### config.mk
export PLATFORM = sky130hd
export DESIGN_NAME = logic_unit_pipe
export DESIGN_NICKNAME = d
export VERILOG_FILES = /design/src/rtl/logic_unit_pipe.sv
export SDC_FILE = /design/constraint.sdc
export NUM_CORES = 1
export LEC_CHECK = 0
export BUFFER_PORTS_ARGS = -buffer_cell sky130_fd_sc_hd__clkbuf_2
export CORE_UTILIZATION = 51
export CTS_CLUSTER_DIAMETER = 30
export DETAILED_ROUTE_END_ITERATION = 8
export PLACE_DENSITY = 0.73
export SETUP_SLACK_MARGIN = 0.4
export SYNTH_ARGS = -nofsm -noshare
export SYNTH_HDL_FRONTEND = slang
export SYNTH_SLANG_ARGS = --single-unit
export TNS_END_PERCENT = 30
### constraint.sdc
create_clock -name clk -period 2.8 [get_ports clk]
set_input_delay 0.56 -clock clk [delete_from_list [all_inputs] [get_ports clk]]
set_output_delay 0.56 -clock clk [all_outputs]
set_load 0.02 [all_outputs]
### src/rtl/logic_unit_pipe.sv
// Two-stage pipelined bitwise logic unit with valid/ready handshakes on both sides.
// Results carry zero and parity flags; a counter tracks completed output handshakes.
module logic_unit_pipe #(
    parameter int WIDTH = 8,
    parameter int CNT_W = 16
) (
    input  logic             clk,
    input  logic             rst_n,
    input  logic             in_valid,
    output logic             in_ready,
    input  logic [WIDTH-1:0] in_a,
    input  logic [WIDTH-1:0] in_b,
    input  logic [2:0]       in_op,
    output logic             out_valid,
    input  logic             out_ready,
    output logic [WIDTH-1:0] out_result,
    output logic             out_zero,
    output logic             out_parity,
    output logic [CNT_W-1:0] txn_count
);

    localparam logic [2:0] OP_BUF  = 3'd0;
    localparam logic [2:0] OP_NOT  = 3'd1;
    localparam logic [2:0] OP_AND  = 3'd2;
    localparam logic [2:0] OP_OR   = 3'd3;
    localparam logic [2:0] OP_XOR  = 3'd4;
    localparam logic [2:0] OP_NAND = 3'd5;
    localparam logic [2:0] OP_NOR  = 3'd6;
    localparam logic [2:0] OP_XNOR = 3'd7;

    logic             s1_valid_reg;
    logic [WIDTH-1:0] s1_a_reg;
    logic [WIDTH-1:0] s1_b_reg;
    logic [2:0]       s1_op_reg;

    logic             s2_valid_reg;
    logic [WIDTH-1:0] s2_result_reg;
    logic             s2_zero_reg;
    logic             s2_parity_reg;
    logic [CNT_W-1:0] count_reg;

    logic             s2_adv;
    logic             s1_adv;
    logic [WIDTH-1:0] result_next;
    logic             zero_next;
    logic             parity_next;
    logic [CNT_W-1:0] count_next;

    // A stage may move when it is empty or its downstream is moving this cycle.
    assign s2_adv   = !s2_valid_reg || out_ready;
    assign s1_adv   = !s1_valid_reg || s2_adv;
    assign in_ready = s1_adv;

    generate
        for (genvar gi = 0; gi < WIDTH; gi++) begin : g_bit
            logic a_bit;
            logic b_bit;
            logic f_bit;

            assign a_bit = s1_a_reg[gi];
            assign b_bit = s1_b_reg[gi];

            always_comb begin
                f_bit = a_bit;
                unique case (s1_op_reg)
                    OP_BUF:  f_bit = a_bit;
                    OP_NOT:  f_bit = ~a_bit;
                    OP_AND:  f_bit = a_bit & b_bit;
                    OP_OR:   f_bit = a_bit | b_bit;
                    OP_XOR:  f_bit = a_bit ^ b_bit;
                    OP_NAND: f_bit = ~(a_bit & b_bit);
                    OP_NOR:  f_bit = ~(a_bit | b_bit);
                    OP_XNOR: f_bit = ~(a_bit ^ b_bit);
                    default: f_bit = a_bit;
                endcase
            end

            assign result_next[gi] = f_bit;
        end
    endgenerate

    assign zero_next   = (result_next == '0);
    assign parity_next = ^result_next;
    assign count_next  = (s2_valid_reg && out_ready) ? count_reg + CNT_W'(1) : count_reg;

    always_ff @(posedge clk) begin
        if (!rst_n) begin
            s1_valid_reg <= 1'b0;
            s1_a_reg     <= '0;
            s1_b_reg     <= '0;
            s1_op_reg    <= '0;
        end else if (s1_adv) begin
            s1_valid_reg <= in_valid;
            // Data holds when no new operand arrives; only valid drops.
            if (in_valid) begin
                s1_a_reg  <= in_a;
                s1_b_reg  <= in_b;
                s1_op_reg <= in_op;
            end
        end
    end

    always_ff @(posedge clk) begin
        if (!rst_n) begin
            s2_valid_reg  <= 1'b0;
            s2_result_reg <= '0;
            s2_zero_reg   <= 1'b0;
            s2_parity_reg <= 1'b0;
        end else if (s2_adv) begin
            s2_valid_reg <= s1_valid_reg;
            if (s1_valid_reg) begin
                s2_result_reg <= result_next;
                s2_zero_reg   <= zero_next;
                s2_parity_reg <= parity_next;
            end
        end
    end

    always_ff @(posedge clk) begin
        if (!rst_n) begin
            count_reg <= '0;
        end else begin
            count_reg <= count_next;
        end
    end

    assign out_valid  = s2_valid_reg;
    assign out_result = s2_result_reg;
    assign out_zero   = s2_zero_reg;
    assign out_parity = s2_parity_reg;
    assign txn_count  = count_reg;

endmodule
* Yosys cells after proc, flatten, opt, wreduce, memory -nomap -nowiden
Index checks and enable logic that the tools add are counted.
W data, S select, Z words.
** Storage, ports and cells
- Register bits after elaboration :: 47
- Input port bits :: 23
- Logic and storage cells :: 91
- Output and inout port bits :: 28
** Cells by class
- Add/sub/neg operators :: 1
- Equality and inequality tests :: 7
- Reduce and logical (&&, ||, !) cells :: 10
- Bitwise gates (word level) :: 56
- Mux-type cells :: 8
** Operator list (count)
- $pmux W1 S8 :: 8
- $not A1 Y1 :: 32
- $add A16 B1 Y16 const B :: 1
- $eq A3 B3 Y1 const B :: 4
- $and A1 B1 Y1 :: 8
- $logic_not A8 Y1 :: 1
- $or A1 B1 Y1 :: 8
- $reduce_xor A8 Y1 :: 1
- $xor A1 B1 Y1 :: 8
- $eq A3 B2 Y1 const B :: 2
- $reduce_and A2 Y1 :: 2
- $eq A3 B1 Y1 const B :: 1
- $logic_not A3 Y1 :: 1
- $logic_not A1 Y1 :: 2
- $logic_or A1 B1 Y1 :: 2
- $logic_and A1 B1 Y1 :: 1

* Longest topological paths before layout
- Depth after elaboration :: 4
- Depth in mapped cells :: 12

* Worst setup path before layout
Ideal clock, no wire load.
- Kind :: register -> register
- From :: register s1_a_reg[1]
- To :: register s2_parity_reg, in the netlist out_parity
- Library setup time :: 0.116 ns
- Cell stages (with the launch flop) :: 11
- Required time :: 2.684 ns
- Path slack :: 0.461 ns
- Arrival time :: 2.222 ns
- Cells stage by stage :: dfxtp_1 > inv_1 > ha_1 > inv_1 > mux2_4 > mux4_2 > ha_1 > xnor2_1 > xnor2_1 > nand2_1 > o211a_1
** Between the ends
- Longest elaborated chain between the ends :: 4
** RTL lines
- start: declaration :: line 32 : logic [WIDTH-1:0] s1_a_reg;
- start signal: assignment :: line 96 : s1_a_reg <= in_a;
- $xor A1 B1 Y1, or another cell as far along :: line 70, 73
- $not A1 Y1 (on tied branches) :: line 73, 71, 72
- $pmux W1 S8 (*) :: line 65 : unique case (s1_op_reg)
- $reduce_xor A8 Y1 (*) :: line 83 : assign parity_next = ^result_next;
- end signal: assignment :: line 114 : s2_parity_reg <= parity_next;
- end: declaration :: line 39 : logic s2_parity_reg;
Every way passes the cells marked *; elsewhere a longest branch is shown, timed or not.
A chain may end at the register's enable or synchronous reset.

* Worst setup path in the final report
Ends and elaborated chain as after synthesis.

==> impl_metrics.csv <==
group,metric,value,unit
status,status,"finished clean",
floorplanning,ios,51,
critical_path,critPathKind,"flip-flop to flip-flop",
cells_and_area,largest_reg_flops,16,
yosys,ys_seq_area_share,32.7,%
critical_path,start_kind,"flip-flop",
detailed_routing,wl_per_cell,12.3,um
cells_and_area,n_antenna_cell,0,
yosys,synthCells,329,
critical_path,reg2reg_setup_slack,0.48,ns
critical_path,crit_fanout,2,
critical_path,path_cells,"inv_1, ha_1, inv_1, mux2_4, mux4_2, ha_4, xnor2_2, xnor2_1, nand2_1, o211a_1",
floorplanning,initial_core_util,52.7,%
sta,slew_viol_final,0,
sta,setup-tns-final,0,ns
sta,slew_headroom,48.8,%
global_routing,globalRouteTotalUtil,19.5,%
sta,finalWorstSetupSlack,0.479,ns
global_routing,antenna_found_initial,0,
cts,cts_htree_levels,2,
critical_path,cpMostUsedCell,"inv_1",
detailed_routing,routed_wl,5.57,mm
global_routing,grt_pass1_vias,2122,
place,place.port_buffers,50,
detailed_routing,vias,2337,
cells_and_area,nets,424,
power_and_ir_drop,clock_power_share,32.5,%
flow_run,cap_viol_max_count,0,
detailed_routing,ant_nets,0,
sta,worstMarginPinSlew,0.769,ns
place,dp_slack,0.155,ns
cts,clock-root-buffer,"clkbuf_8",
sta,holdWs,0.461,ns
sta,setup_violations,0,
yosys,ys_warn_count,0,
cts,clock_latency,0.30,ns
power_and_ir_drop,swShare,28.2,%
min_path,holdPathEnd,"s1_a_reg[5]",
power_and_ir_drop,switchingPower,452,uW
cells_and_area,final_common_cell,"nand2_1",
sta,timing.fmax,0.431,GHz
detailed_routing,dr.pass1.iters,4,
cts,cts.clk_slew.worst_paths,0.10,ns
min_path,worstHoldStart,"in_a[5]",
cells_and_area,final_cell_mix,"nand2_1 (59), clkbuf_2 (50), dfxtp_1 (38)",
detailed_routing,drc,0,
min_path,min_path_type,"input port to flip-flop",
power_and_ir_drop,pwr-share-comb,22.2,%
power_and_ir_drop,ir_worst_vdd,0.256,mV
power_and_ir_drop,p_per_area,471,mW/mm^2
min_path,hold_depth,3,
floorplanning,die_height,77.2,um
sta,period_needed,2.32,ns
floorplanning,design.core.area,0.00547,sq mm
cells_and_area,area_growth,18.2,%
floorplanning,die_x,77.2,um
yosys,synth_area,0.00288,sq mm
detailed_routing,drt-met1-wl,2.72,mm
yosys,synthFlopType,"dfxtp_1",
floorplanning,die_area,0.00595,sq mm
place,dp_hpwl,3.85,mm
floorplanning,rows,27,
power_and_ir_drop,p_leak,0.00143,uW
yosys,synth_edf_count,0,
yosys,synthArstFlopShare,0,%
detailed_routing,routed.top_layer,"met4",
cts,clk_path_buf_depth,2,
sta,hold_viol,0,
critical_path,reg2reg_depth,10,
yosys,synth_fp_nets,373,
cts,clock_sinks,47,
cts,cts_tree,"done",
sta,rsz0062_at_grt,"no",
place,gp_congestion,0.767,
critical_path,cp-end-kind,"flip-flop",
critical_path,cp.arrival,2.53,ns
critical_path,cp_slowest_cell,"mux4_2",
global_routing,grt_pass1_wl,9.32,mm
detailed_routing,via_per_inst,5.16,
critical_path,crit_start,"s1_a_reg[1]",
critical_path,r2r-end,"out_parity",
critical_path,regToRegStartpoint,"s1_a_reg[1]",
sta,finalClockSkew,0.00522,ns
cells_and_area,layout-drive-gt1-share,29.1,%
detailed_routing,initialDrtViolationCount,45,
yosys,synth_cell_types,52,
power_and_ir_drop,intPower,1150,uW
yosys,synth-seq-cells,47,
yosys,syn_avg_cell_area,8.76,sq um
global_routing,grt_max_degree,49,
sta,period_share,82.9,%
power_and_ir_drop,p_seq_share,45.3,%
critical_path,cp_slowest_stage_delay,0.51,ns
detailed_routing,wl_met2,2.53,mm
critical_path,critPathRequiredTime,3.01,ns
detailed_routing,wl_met3,248,um
cts,cts_inserted_buffers,5,
global_routing,gr-total-overflow,0,
==> layout make-up <==
cell class	count	area [sq um]
fill	496	2070
multi-input combinational	241	1820
sequential	47	955
timing repair buffer	62	340
tap	72	90.1
inverter	23	86.3
clock buffer	5	68.8
clock inverter	3	46.3
==> power by group through the flow <==
stage	clock network, uW	registers [uW]	logic [uW]
floorplan	0	745	228
global placement	0	743	286
detailed placement	0	744	295
CTS	527	727	301
global route	556	733	395
finish	521	727	356
==> Yosys cell counts, types with 3 or more instances <==
| library cell | number | share of area (%) |
|---|---|---|
| mux2_4 | 4 | 2.1 |
| xor2_1 | 7 | 2.1 |
| a21boi_1 | 14 | 3.6 |
| nand2_1 | 59 | 7.7 |
| ha_1 | 21 | 9.1 |
| o22a_1 | 3 | 0.91 |
| xnor2_1 | 13 | 4.0 |
| dfxtp_1 | 47 | 33 |
| clkbuf_1 | 8 | 1.0 |
| a21oi_1 | 6 | 1.0 |
| nand4_1 | 4 | 0.87 |
| nor2_1 | 6 | 0.78 |
| buf_4 | 4 | 1.0 |
| and2_1 | 15 | 3.3 |
| a21oi_2 | 4 | 1.2 |
| mux4_2 | 4 | 3.1 |
| o21ai_0 | 13 | 2.3 |
| mux2i_1 | 9 | 3.1 |
| a21boi_0 | 10 | 2.6 |
| nor3_1 | 4 | 0.69 |
| nand2b_1 | 4 | 0.87 |
| inv_1 | 23 | 3.0 |
| nand3_1 | 4 | 0.69 |
| nand2_2 | 3 | 0.65 |
| buf_2 | 3 | 0.52 |
==> stage by stage <==
step / cells / cell area [sq um] / power [uW] / util [%]
after detailed placement: 439 / 3150 / 1040 / 57.5
after global routing: 453 / 3400 / 1680 / 62.2
final: 453 / 3400 / 1600 / 62.2
after global placement: 439 / 3150 / 1030 / 57.5
after floorplan: 329 / 2880 / 973 / -
after CTS: 450 / 3300 / 1560 / 60.3
==> worst max-delay path by stage <==
stage / to / slack [ns]
6_report: out_parity / 0.48
5_1_grt: out_parity / 0.36
4_1_cts: out_parity / 0.40
3_5_place_dp: out_parity / 0.15
3_3_place_gp: out_parity / 0.25
2_1_floorplan: out_parity / 0.46
==> cells by family after synthesis <==
logic type               Yosys count  synth area share [%]
AND/OR/NAND/NOR                  117                  20.7
AO/OA/AOI/OAI                     65                  15.6
flip-flops                        47                  32.7
buffers and inverters             41                  7.08
adder cells (fa/ha/maj)           21                  9.12
XOR/XNOR                          20                  6.08
multiplexers                      18                  8.73
==> critical path, delay by kind of cell (launching register included) <==
kind	cells	cell delay (ns)
AO/OA/AOI/OAI	1	0.15
XOR/XNOR	2	0.28
adder cells (fa/ha/maj)	2	0.53
buffers and inverters	2	0.09
flip-flops	1	0.34
multiplexers	2	0.76
AND/OR/NAND/NOR	1	0.07
==> timing repair <==
item	CTS	global route
hold endpoints to repair	0	0
buffers inserted	3	3
endpoints found under the setup margin	1	1
pin swaps	2	4
hold buffers	0	0
resized for setup	8	12
==> metal layers <==
metal / vias up / GRT usage [%]
li1: 1216 / -
met1: 1069 / 24.4
met2: 47 / 32.7
met3: 5 / 4.17
met4: 0 / 6.79
met5: - / 0
Power figures use the tool's default switching activity.
